**config.mk**
```make
export PLATFORM = sky130hd
export DESIGN_NAME = rconfig_seq_ctrl
export DESIGN_NICKNAME = d
export VERILOG_FILES = /design/src/rtl/rcfg_seq_pkg.sv /design/src/rtl/rcfg_seq_agu.sv /design/src/rtl/rconfig_seq_ctrl.sv
export SDC_FILE = /design/constraint.sdc
export NUM_CORES = 1
export LEC_CHECK = 0
export BUFFER_PORTS_ARGS = -buffer_cell sky130_fd_sc_hd__buf_2
export CAP_MARGIN = 30
export CORE_MARGIN = 2
export CORE_UTILIZATION = 58
export DETAILED_ROUTE_END_ITERATION = 10
export GPL_TIMING_DRIVEN = 0
export PLACE_DENSITY = 0.8
export SYNTH_ARGS = -nofsm -noshare
export SYNTH_HDL_FRONTEND = slang
export SYNTH_SLANG_ARGS = --single-unit
```
**constraint.sdc**
```tcl
create_clock -name clock -period 6.05 [get_ports clock]
set_clock_uncertainty 0.05 [all_clocks]
set_input_delay 0.605 -clock clock [delete_from_list [all_inputs] [get_ports clock]]
set_output_delay 0.605 -clock clock [all_outputs]
set_load 0.03 [all_outputs]
```
**src/rtl/rcfg_seq_pkg.sv**
```systemverilog
// rcfg_seq_pkg
// Shared definitions for the R-configuration sequencer: FSM state encoding,
// configuration word indices and the position of the repeat flag in the
// command word. No ports.
package rcfg_seq_pkg;

    typedef enum logic [1:0] {
        ST_LOAD = 2'd0,
        ST_RUN  = 2'd1,
        ST_DONE = 2'd2
    } state_t;

    localparam logic [1:0] IDX_CMD    = 2'd0;
    localparam logic [1:0] IDX_LEN    = 2'd1;
    localparam logic [1:0] IDX_STRIDE = 2'd2;
    localparam logic [1:0] IDX_BASE   = 2'd3;

    // Repeat flag is the MSB of the command word.
    function automatic int unsigned repeat_bit(input int unsigned width_data);
        return width_data - 1;
    endfunction

endpackage

```
**src/rtl/rcfg_seq_agu.sv**
```systemverilog
// rcfg_seq_agu
// Address generator for the sequencer: holds the current address and the
// number of addresses still to issue.
// Ports:
//   clock, reset   : clock, asynchronous active-high reset
//   load           : addr <= base, remain <= length
//   step           : addr += stride (mod 2^WIDTH_ADDR), remain -= 1
//   base, stride   : address start / increment (two's complement)
//   length         : number of addresses in one pass
//   addr           : current address
//   last           : remain == 1 (current address is the final one)
module rcfg_seq_agu #(
    parameter int unsigned WIDTH_DATA = 32,
    parameter int unsigned WIDTH_ADDR = 16
) (
    input  logic                  clock,
    input  logic                  reset,
    input  logic                  load,
    input  logic                  step,
    input  logic [WIDTH_ADDR-1:0] base,
    input  logic [WIDTH_ADDR-1:0] stride,
    input  logic [WIDTH_DATA-1:0] length,
    output logic [WIDTH_ADDR-1:0] addr,
    output logic                  last
);

    logic [WIDTH_ADDR-1:0] addr_q;
    logic [WIDTH_DATA-1:0] remain_q;

    always_ff @(posedge clock or posedge reset) begin
        if (reset) begin
            addr_q   <= '0;
            remain_q <= '0;
        end else if (load) begin
            addr_q   <= base;
            remain_q <= length;
        end else if (step) begin
            addr_q   <= addr_q + stride;
            remain_q <= remain_q - WIDTH_DATA'(1);
        end
    end

    assign addr = addr_q;
    assign last = (remain_q == WIDTH_DATA'(1));

endmodule

```
**src/rtl/rconfig_seq_ctrl.sv**
```systemverilog
// rconfig_seq_ctrl
// Captures a four-word R-configuration record (command, length, stride,
// base) and then issues Length addresses Base + i*Stride over a req/ack
// handshake.
// Optional feature: define RCFG_SEQ_REPEAT_EN to honour the repeat flag in
// command bit WIDTH_DATA-1 (sequence restarts indefinitely until I_Clr).
// Ports:
//   clock, reset : clock, asynchronous active-high reset
//   I_Clr        : synchronous abort back to LOAD (no done pulse)
//   I_Valid/I_Data/O_Ready : configuration word stream
//   O_Req/I_Ack/O_Addr     : address request handshake
//   O_Cmd        : captured command word
//   O_Busy       : sequence running
//   O_Done       : one-cycle completion pulse
//   O_Err        : sticky zero-length error
module rconfig_seq_ctrl
    import rcfg_seq_pkg::*;
#(
    parameter int unsigned WIDTH_DATA = 32,
    parameter int unsigned WIDTH_ADDR = 16
) (
    input  logic                  clock,
    input  logic                  reset,
    input  logic                  I_Clr,
    input  logic                  I_Valid,
    input  logic [WIDTH_DATA-1:0] I_Data,
    output logic                  O_Ready,
    output logic                  O_Req,
    input  logic                  I_Ack,
    output logic [WIDTH_ADDR-1:0] O_Addr,
    output logic [WIDTH_DATA-1:0] O_Cmd,
    output logic                  O_Busy,
    output logic                  O_Done,
    output logic                  O_Err
);

    state_t                state_q;
    logic [1:0]            idx_q;
    logic [WIDTH_DATA-1:0] cmd_q;
    logic [WIDTH_DATA-1:0] len_q;
    logic [WIDTH_ADDR-1:0] stride_q;
    logic [WIDTH_ADDR-1:0] base_q;
    logic                  done_q;
    logic                  err_q;

    logic                  repeat_on;
    logic                  accept;
    logic                  ack;
    logic                  last;
    logic                  agu_load;
    logic                  agu_step;
    logic [WIDTH_ADDR-1:0] agu_base;

`ifdef RCFG_SEQ_REPEAT_EN
    localparam int unsigned RPT_BIT = repeat_bit(WIDTH_DATA);
    assign repeat_on = cmd_q[RPT_BIT];
`else
    assign repeat_on = 1'b0;
`endif

    assign accept = (state_q == ST_LOAD) && I_Valid && !I_Clr;
    assign ack    = (state_q == ST_RUN) && I_Ack && !I_Clr;

    // Base comes straight from the bus on the word3 accept (it is not yet
    // in base_q); a repeat reload uses the stored copy.
    assign agu_base = (state_q == ST_LOAD) ? I_Data[WIDTH_ADDR-1:0] : base_q;
    assign agu_load = (accept && idx_q == IDX_BASE && len_q != '0)
                    || (ack && last && repeat_on);
    assign agu_step = ack && !last;

    rcfg_seq_agu #(
        .WIDTH_DATA(WIDTH_DATA),
        .WIDTH_ADDR(WIDTH_ADDR)
    ) u_agu (
        .clock  (clock),
        .reset  (reset),
        .load   (agu_load),
        .step   (agu_step),
        .base   (agu_base),
        .stride (stride_q),
        .length (len_q),
        .addr   (O_Addr),
        .last   (last)
    );

    always_ff @(posedge clock or posedge reset) begin
        if (reset) begin
            state_q  <= ST_LOAD;
            idx_q    <= IDX_CMD;
            cmd_q    <= '0;
            len_q    <= '0;
            stride_q <= '0;
            base_q   <= '0;
            done_q   <= 1'b0;
            err_q    <= 1'b0;
        end else begin
            done_q <= 1'b0;
            if (I_Clr) begin
                state_q <= ST_LOAD;
                idx_q   <= IDX_CMD;
                err_q   <= 1'b0;
            end else begin
                case (state_q)
                    ST_LOAD: begin
                        if (I_Valid) begin
                            idx_q <= idx_q + 2'd1;
                            case (idx_q)
                                IDX_CMD: begin
                                    cmd_q <= I_Data;
                                    err_q <= 1'b0;
                                end
                                IDX_LEN:    len_q    <= I_Data;
                                IDX_STRIDE: stride_q <= I_Data[WIDTH_ADDR-1:0];
                                default: begin
                                    base_q <= I_Data[WIDTH_ADDR-1:0];
                                    if (len_q == '0) begin
                                        err_q   <= 1'b1;
                                        done_q  <= 1'b1;
                                        state_q <= ST_DONE;
                                    end else begin
                                        state_q <= ST_RUN;
                                    end
                                end
                            endcase
                        end
                    end
                    ST_RUN: begin
                        if (I_Ack && last) begin
                            done_q <= 1'b1;
                            // Repeat mode reloads the AGU and stays in RUN.
                            if (!repeat_on) begin
                                state_q <= ST_DONE;
                            end
                        end
                    end
                    default: begin
                        state_q <= ST_LOAD;
                        idx_q   <= IDX_CMD;
                    end
                endcase
            end
        end
    end

    assign O_Ready = (state_q == ST_LOAD);
    assign O_Req   = (state_q == ST_RUN);
    assign O_Busy  = (state_q == ST_RUN);
    assign O_Cmd   = cmd_q;
    assign O_Done  = done_q;
    assign O_Err   = err_q;

endmodule
```
## Word-level counts from Yosys, hierarchy flattened

Cells that the tools add are included.

| cells by class | value |
|---|---|
| equality and inequality tests | 10 |
| bitwise gates (word level) | 2 |
| order comparisons | 0 |
| $add $sub $neg | 3 |
| shifts and indexed selects | 0 |
| divide/modulo/power cells | 0 |
| multipliers | 0 |
| mux-type cells | 25 |
| reductions and logical operators | 27 |

Operators by type and width:

| kind | number |
|---|---|
| two-way mux 32 bit | 2 |
| two-way mux 16 bit | 3 |
| equality test 32 x 1 -> 1 bit, second input constant | 1 |
| logical NOT 32 bit | 1 |
| nonzero test 32 bit | 1 |
| subtractor 32 x 1 -> 32 bit, second input constant | 1 |
| AND reduction 4 bit | 5 |
| adder 16 bit | 1 |
| two-way mux 2 bit | 7 |
| two-way mux 1 bit | 9 |
| logical AND 1 bit | 8 |
| one-hot mux 2 bit (2 select lines) | 2 |
| != test 3 bit, second input constant | 2 |
| nonzero test 2 bit | 3 |
| equality test 2 x 1 -> 1 bit, second input constant | 2 |
| equality test 2 bit, second input constant | 2 |
| logical NOT 2 bit | 2 |
| one-hot mux 1 bit (2 select lines) | 2 |
| != test 3 x 2 -> 1 bit, second input constant | 1 |
| AND reduction 3 bit | 1 |
| nonzero test 3 bit | 1 |
| OR reduction 3 bit | 1 |
| adder 2 x 1 -> 2 bit, second input constant | 1 |
| logical NOT 1 bit | 2 |
| 5 further kinds | 6 |

| word-level totals | value |
|---|---|
| RAM bits | 0 |
| bits in latches | 0 |
| word-level logic and storage cells | 77 |
| input port bits | 37 |
| memory bits (read-only) | 0 |
| memories | 0 |
| flip-flop bits (word level) | 150 |

## Longest topological paths before layout

| logic depth | value |
|---|---|
| depth after elaboration | 6 |
| gate-level depth with buffers | 11 |
| depth with buffers taken out | 9 |

## Modules after synthesis

Synthesis repeated with hierarchy kept, for this count alone.

| second synthesis, totals | value |
|---|---|
| cells, all modules | 638 |
| area total of the unflattened synthesis | 7480.9 µm² |

By module, submodules not included:

| module | times used | seq. area each (µm²) | cells an instance | area an instance (µm²) |
|---|---|---|---|---|
| rconfig_seq_ctrl | 1 | 2552.4 | 274 | 4264.1 |
| rcfg_seq_agu | 1 | 1201.2 | 364 | 3216.8 |

## Least setup slack after synthesis

No wires, ideal clock.

| path | value |
|---|---|
| path type | reg2reg |
| start | register u_agu.addr_q[0], in the netlist u_agu.addr[0] |
| end | register u_agu.addr_q[14], in the netlist u_agu.addr[14] |
| path slack | 3506 ps |
| stages on the path, launching flop included | 10 |
| arrival time | 2365 ps |
| buffers on the path | 0 |
| cell sequence | dfrtp_1 > ha_1 > fa_1 > a211oi_1 > o21bai_1 > a21oi_1 > o21ai_0 > a31oi_1 > xor2_1 > o21ai_0 |

| between the ends | value |
|---|---|
| word-level cells in the longest chain between the ends | 3 |

RTL lines:

| item | line | RTL |
|---|---|---|
| start: declaration | rcfg_seq_agu.sv:27 | `logic [WIDTH_ADDR-1:0] addr_q;` |
| start signal: assignment | rcfg_seq_agu.sv:35 | `addr_q <= base;` |
| start signal: assignment | rcfg_seq_agu.sv:38 | `addr_q <= addr_q + stride;` |
| adder 16 bit | rcfg_seq_agu.sv:38 |  |
| two-way mux 16 bit | rcfg_seq_agu.sv:37 | `end else if (step) begin` |
| two-way mux 16 bit | rcfg_seq_agu.sv:34 | `end else if (load) begin` |

No other way between the ends. The select of a mux whose other input is x is not followed.
A chain may end at the register's enable or synchronous reset.

## Worst setup path after layout

| path | value |
|---|---|
| start | register state_q[0] |
| end | output port O_Ready |

| between the ends | value |
|---|---|
| word-level cells in the longest chain between the ends | 1 |

RTL lines:

| item | line | RTL |
|---|---|---|
| start: declaration | rconfig_seq_ctrl.sv:37 | `state_t state_q;` |
| start signal: assignment | rconfig_seq_ctrl.sv:88 | `state_q <= ST_LOAD;` |
| start signal: assignment | rconfig_seq_ctrl.sv:99 | `state_q <= ST_LOAD;` |
| start signal: assignment | rconfig_seq_ctrl.sv:119 | `state_q <= ST_DONE;` |
| logical NOT 2 bit | rconfig_seq_ctrl.sv:145 | `assign O_Ready = (state_q == ST_LOAD);` |
| end: declaration | rconfig_seq_ctrl.sv:27 | `output logic O_Ready,` |

No other way between the ends.

==> flow_summary.json <==
{
  "layout-drive-gt1-share_pct": 30.1,
  "yosysUniqueCellTypes": 57,
  "diodes": 0,
  "antenna_left": 0,
  "firstDrtPassIters": 5,
  "cts_tree": "built",
  "max_transition_viols_final": 0,
  "leading_cell_type_by_number_of_instances_after_synthesis": "sky130_fd_sc_hd__dfrtp_1",
  "ys_ff_latch": 150,
  "ctsHtreeMaxLevel": 4,
  "cts.sinks": 150,
  "syn-cell-area_mm2": 0.00729,
  "critical_path.endpoint_type": "output port",
  "grt_pass1_vias": 5681,
  "port_buffers": 89,
  "initial_antenna_violation_count": 0,
  "globalRouteTotalUtil_pct": 28.7,
  "finalNonFillerCells": 945,
  "grt.overflow.total": 0,
  "core-area_mm2": 0.0122,
  "yosys.area_share.simple_pct": 13.6,
  "post_cts_resize_count": 0,
  "yosys.area_share.adder_pct": 3.88,
  "num_rows": 40,
  "startpoint_type": "flop",
  "reg2reg_setup_slack_ps": 2830,
  "crit_fanout": 10,
  "outcome": "finished, final reports clean",
  "internal-power_mw": 2.56,
  "combinationalPowerShare_pct": 33.2,
  "start_util_pct": 59.9,
  "syn_to_final_growth_pct": 18.0,
  "post_route_fraction_of_the_period_consumed_by_the_critical_path_pct": 54.0,
  "setup_total_negative_slack_ps": 0,
  "clock_path_buffers": 2,
  "layout.cell_area.non_filler_mm2": 0.00859,
  "yosysTopAreaCellShare_pct": 51.5,
  "worst_setup_hold_path_clk_slew_ps": 60,
  "top_cell_type_by_total_area_after_synthesis": "sky130_fd_sc_hd__dfrtp_1",
  "maxCapViolCount": 0,
  "layout.nets": 823,
  "report.final.setup_viol": 0,
  "post_synth_inst_count": 655,
  "grt_first_pass_wirelength_mm": 29.3,
  "initialDrtViolationCount": 471,
  "cts_hold_buffers": 0,
  "criticalPathCategory": "reg -> out",
  "synth_seq_area_share_pct": 51.5,
  "clock_power_share_pct": 27.5,
  "edff_count_synth": 0,
  "slew_headroom_pct": 34.8,
  "grt_setup_unrepaired": "false",
  "cts_buffers": 17,
  "synth_async_sr_flop_share_pct": 100,
  "p_leak_nw": 4.02,
  "vdd_drop_max_v": 0.000257,
  "gp_routability_congestion": 0.950,
  "grt_start_max_net_pins": 78,
  "synth_commonest_cells": "sky130_fd_sc_hd__dfrtp_1, sky130_fd_sc_hd__mux2_2, sky130_fd_sc_hd__nand2_1",
  "floorplan.die.width_um": 116,
  "dpl.hpwl_mm": 12.9,
  "synth-compound-area-share_pct": 10.3,
  "clockRootBuffer": "sky130_fd_sc_hd__clkbuf_16",
  "i_o_pin_cnt": 90,
  "layout_min_cycle_time_ps": 3270,
  "fp.dieArea_mm2": 0.0135,
  "synth_flop_cell": "sky130_fd_sc_hd__dfrtp_1",
  "syn_warnings": 0,
  "timing.fmax_mhz": 306,
  "max_slew.worst_pin.slew_ps": 964,
  "seq_power_share_pct": 39.2,
  "hold_viol": 0,
  "synthTopCellsByArea": "sky130_fd_sc_hd__dfrtp_1, sky130_fd_sc_hd__mux2_2, sky130_fd_sc_hd__nand2_1",
  "dr_total_vias": 5772,
  "synth.mux.area_fraction_pct": 15.2,
  "dpl_cell_area_mm2": 0.00797,
  "synth_top_family_by_area": "multiplexers",
  "syn-num-nets": 714,
  "yosys.area_share.xor_xnor_pct": 3.25,
  "drcViolationCount": 0,
  "wl_per_cell_um": 19.3,
  "numPlacedInstances": 913,
  "vias_per_cell": 6.11,
  "syn_avg_cell_area_um2": 11.1,
  "crit_arrival_ps": 2610,
  "power.density_mw_per_mm2": 463,
  "post_cts_buffers": 0,
  "total_switching_power_mw": 1.41,
  "crit_required_ps": 5390,
  "route.final.wire_length_mm": 18.3,
  "power.switching_fraction_pct": 35.5,
  "min-delay-path-class": "in -> async",
  "insertion_delay_ps": 420,
  "die_height_um": 116
}
==> power groups by stage <==
stage / sequential, mW / clock (mW) / combinational (mW)
floorplan: 1.70 / 0 / 0.799
CTS: 1.55 / 1.11 / 1.32
detailed placement: 1.57 / 0 / 1.30
finish: 1.56 / 1.09 / 1.32
global route: 1.59 / 1.15 / 1.44
global placement: 1.55 / 0 / 1.25
==> sequential cells by signal (all words and copies together) (netlist names) <==
name / flops
O_Cmd: 32
len_q: 32
u_agu.remain_q: 32
base_q: 16
stride_q: 16
u_agu.addr: 16
idx_q: 2
state_q: 2
O_Done: 1
O_Err: 1
==> layer usage <==
metal	part of all wire, %	GRT usage (%)	wire length (um)	up-vias
met2	47	44.9	8610	221
met5	0	0	0	-
met1	43	39.5	7920	2916
met3	7.5	6.59	1360	31
met4	2.0	10.6	366	0
li1	-	-	-	2604
==> cell type report <==
class	instances	area [um^2]
well taps	168	210
flip-flops and latches	150	3750
inverters	14	57.6
repair buffers	90	473
plain buffers	26	108
multi-input cells	465	3370
clock buffers	24	502
clock inverters	8	119
fillers	892	3570
==> cell usage in the layout, fill, tap and decap left out, drive strengths merged, types with 3 or more instances in the layout <==
cell type  instances
or4                5
o22ai              4
a22oi              5
o21ai             33
buf              102
nor2b              3
xnor2             17
clkinv             6
mux2i              3
a211oi             7
nand3             10
nor4              20
or2                3
o311ai             4
nor3              15
nand2             80
a21o               5
xor2              10
a221o              4
o211ai             5
mux2              96
nand4              7
a31oi             16
and3               5
inv               13
a21oi             19
ha                21
clkbuf            38
nor2              39
dfrtp            150
bufinv             3
or3                5
==> worst max-delay path: stages (launching register included) <==
cell and delay, ps:
sky130_fd_sc_hd__dfrtp_1 420, sky130_fd_sc_hd__or2_2 300, sky130_fd_sc_hd__clkbuf_1 250, sky130_fd_sc_hd__clkinv_1 280, sky130_fd_sc_hd__clkbuf_1 620, sky130_fd_sc_hd__buf_2 330
==> path summary, 6_finish.rpt <==
kind | from | endpoint | cells past startpoint
max | state_q[0]$_DFFE_PP0P_ | O_Ready | 5
min | reset | O_Cmd[2]$_DFFE_PP0P_ | 2
max reg2reg | len_q[10]$_DFFE_PP0P_ | u_agu.remain_q[18]$_DFFE_PP0P_ | 8
min reg2reg | O_Cmd[15]$_DFFE_PP0P_ | O_Cmd[15]$_DFFE_PP0P_ | 1
max in group asynchronous | reset | u_agu.remain_q[19]$_DFFE_PP0P_ | 3
min in group clock | I_Clr | idx_q[1]$_DFFE_PP0P_ | 2
==> per-stage QoR <==
stage	setup WS (ps)	utilization, %	power, mW	hold slack (ps)
2_1_floorplan	1360	-	2.50	416
3_3_place_gp	-146	65.3	2.80	434
3_5_place_dp	2830	65.6	2.87	440
4_1_cts	2820	70.7	3.98	266
5_1_grt	2650	70.7	4.18	309
6_report	2780	70.7	3.98	250
==> kinds of logic after synthesis <==
kind of cell,after synthesis
and+or+nand+nor,200
DFF,150
AOI/OAI and AO/OA,117
muxes,99
buffers and inverters,40
xor gates and xnor gates,27
adders and majority gates,22
(Power assumes the default switching activity.)
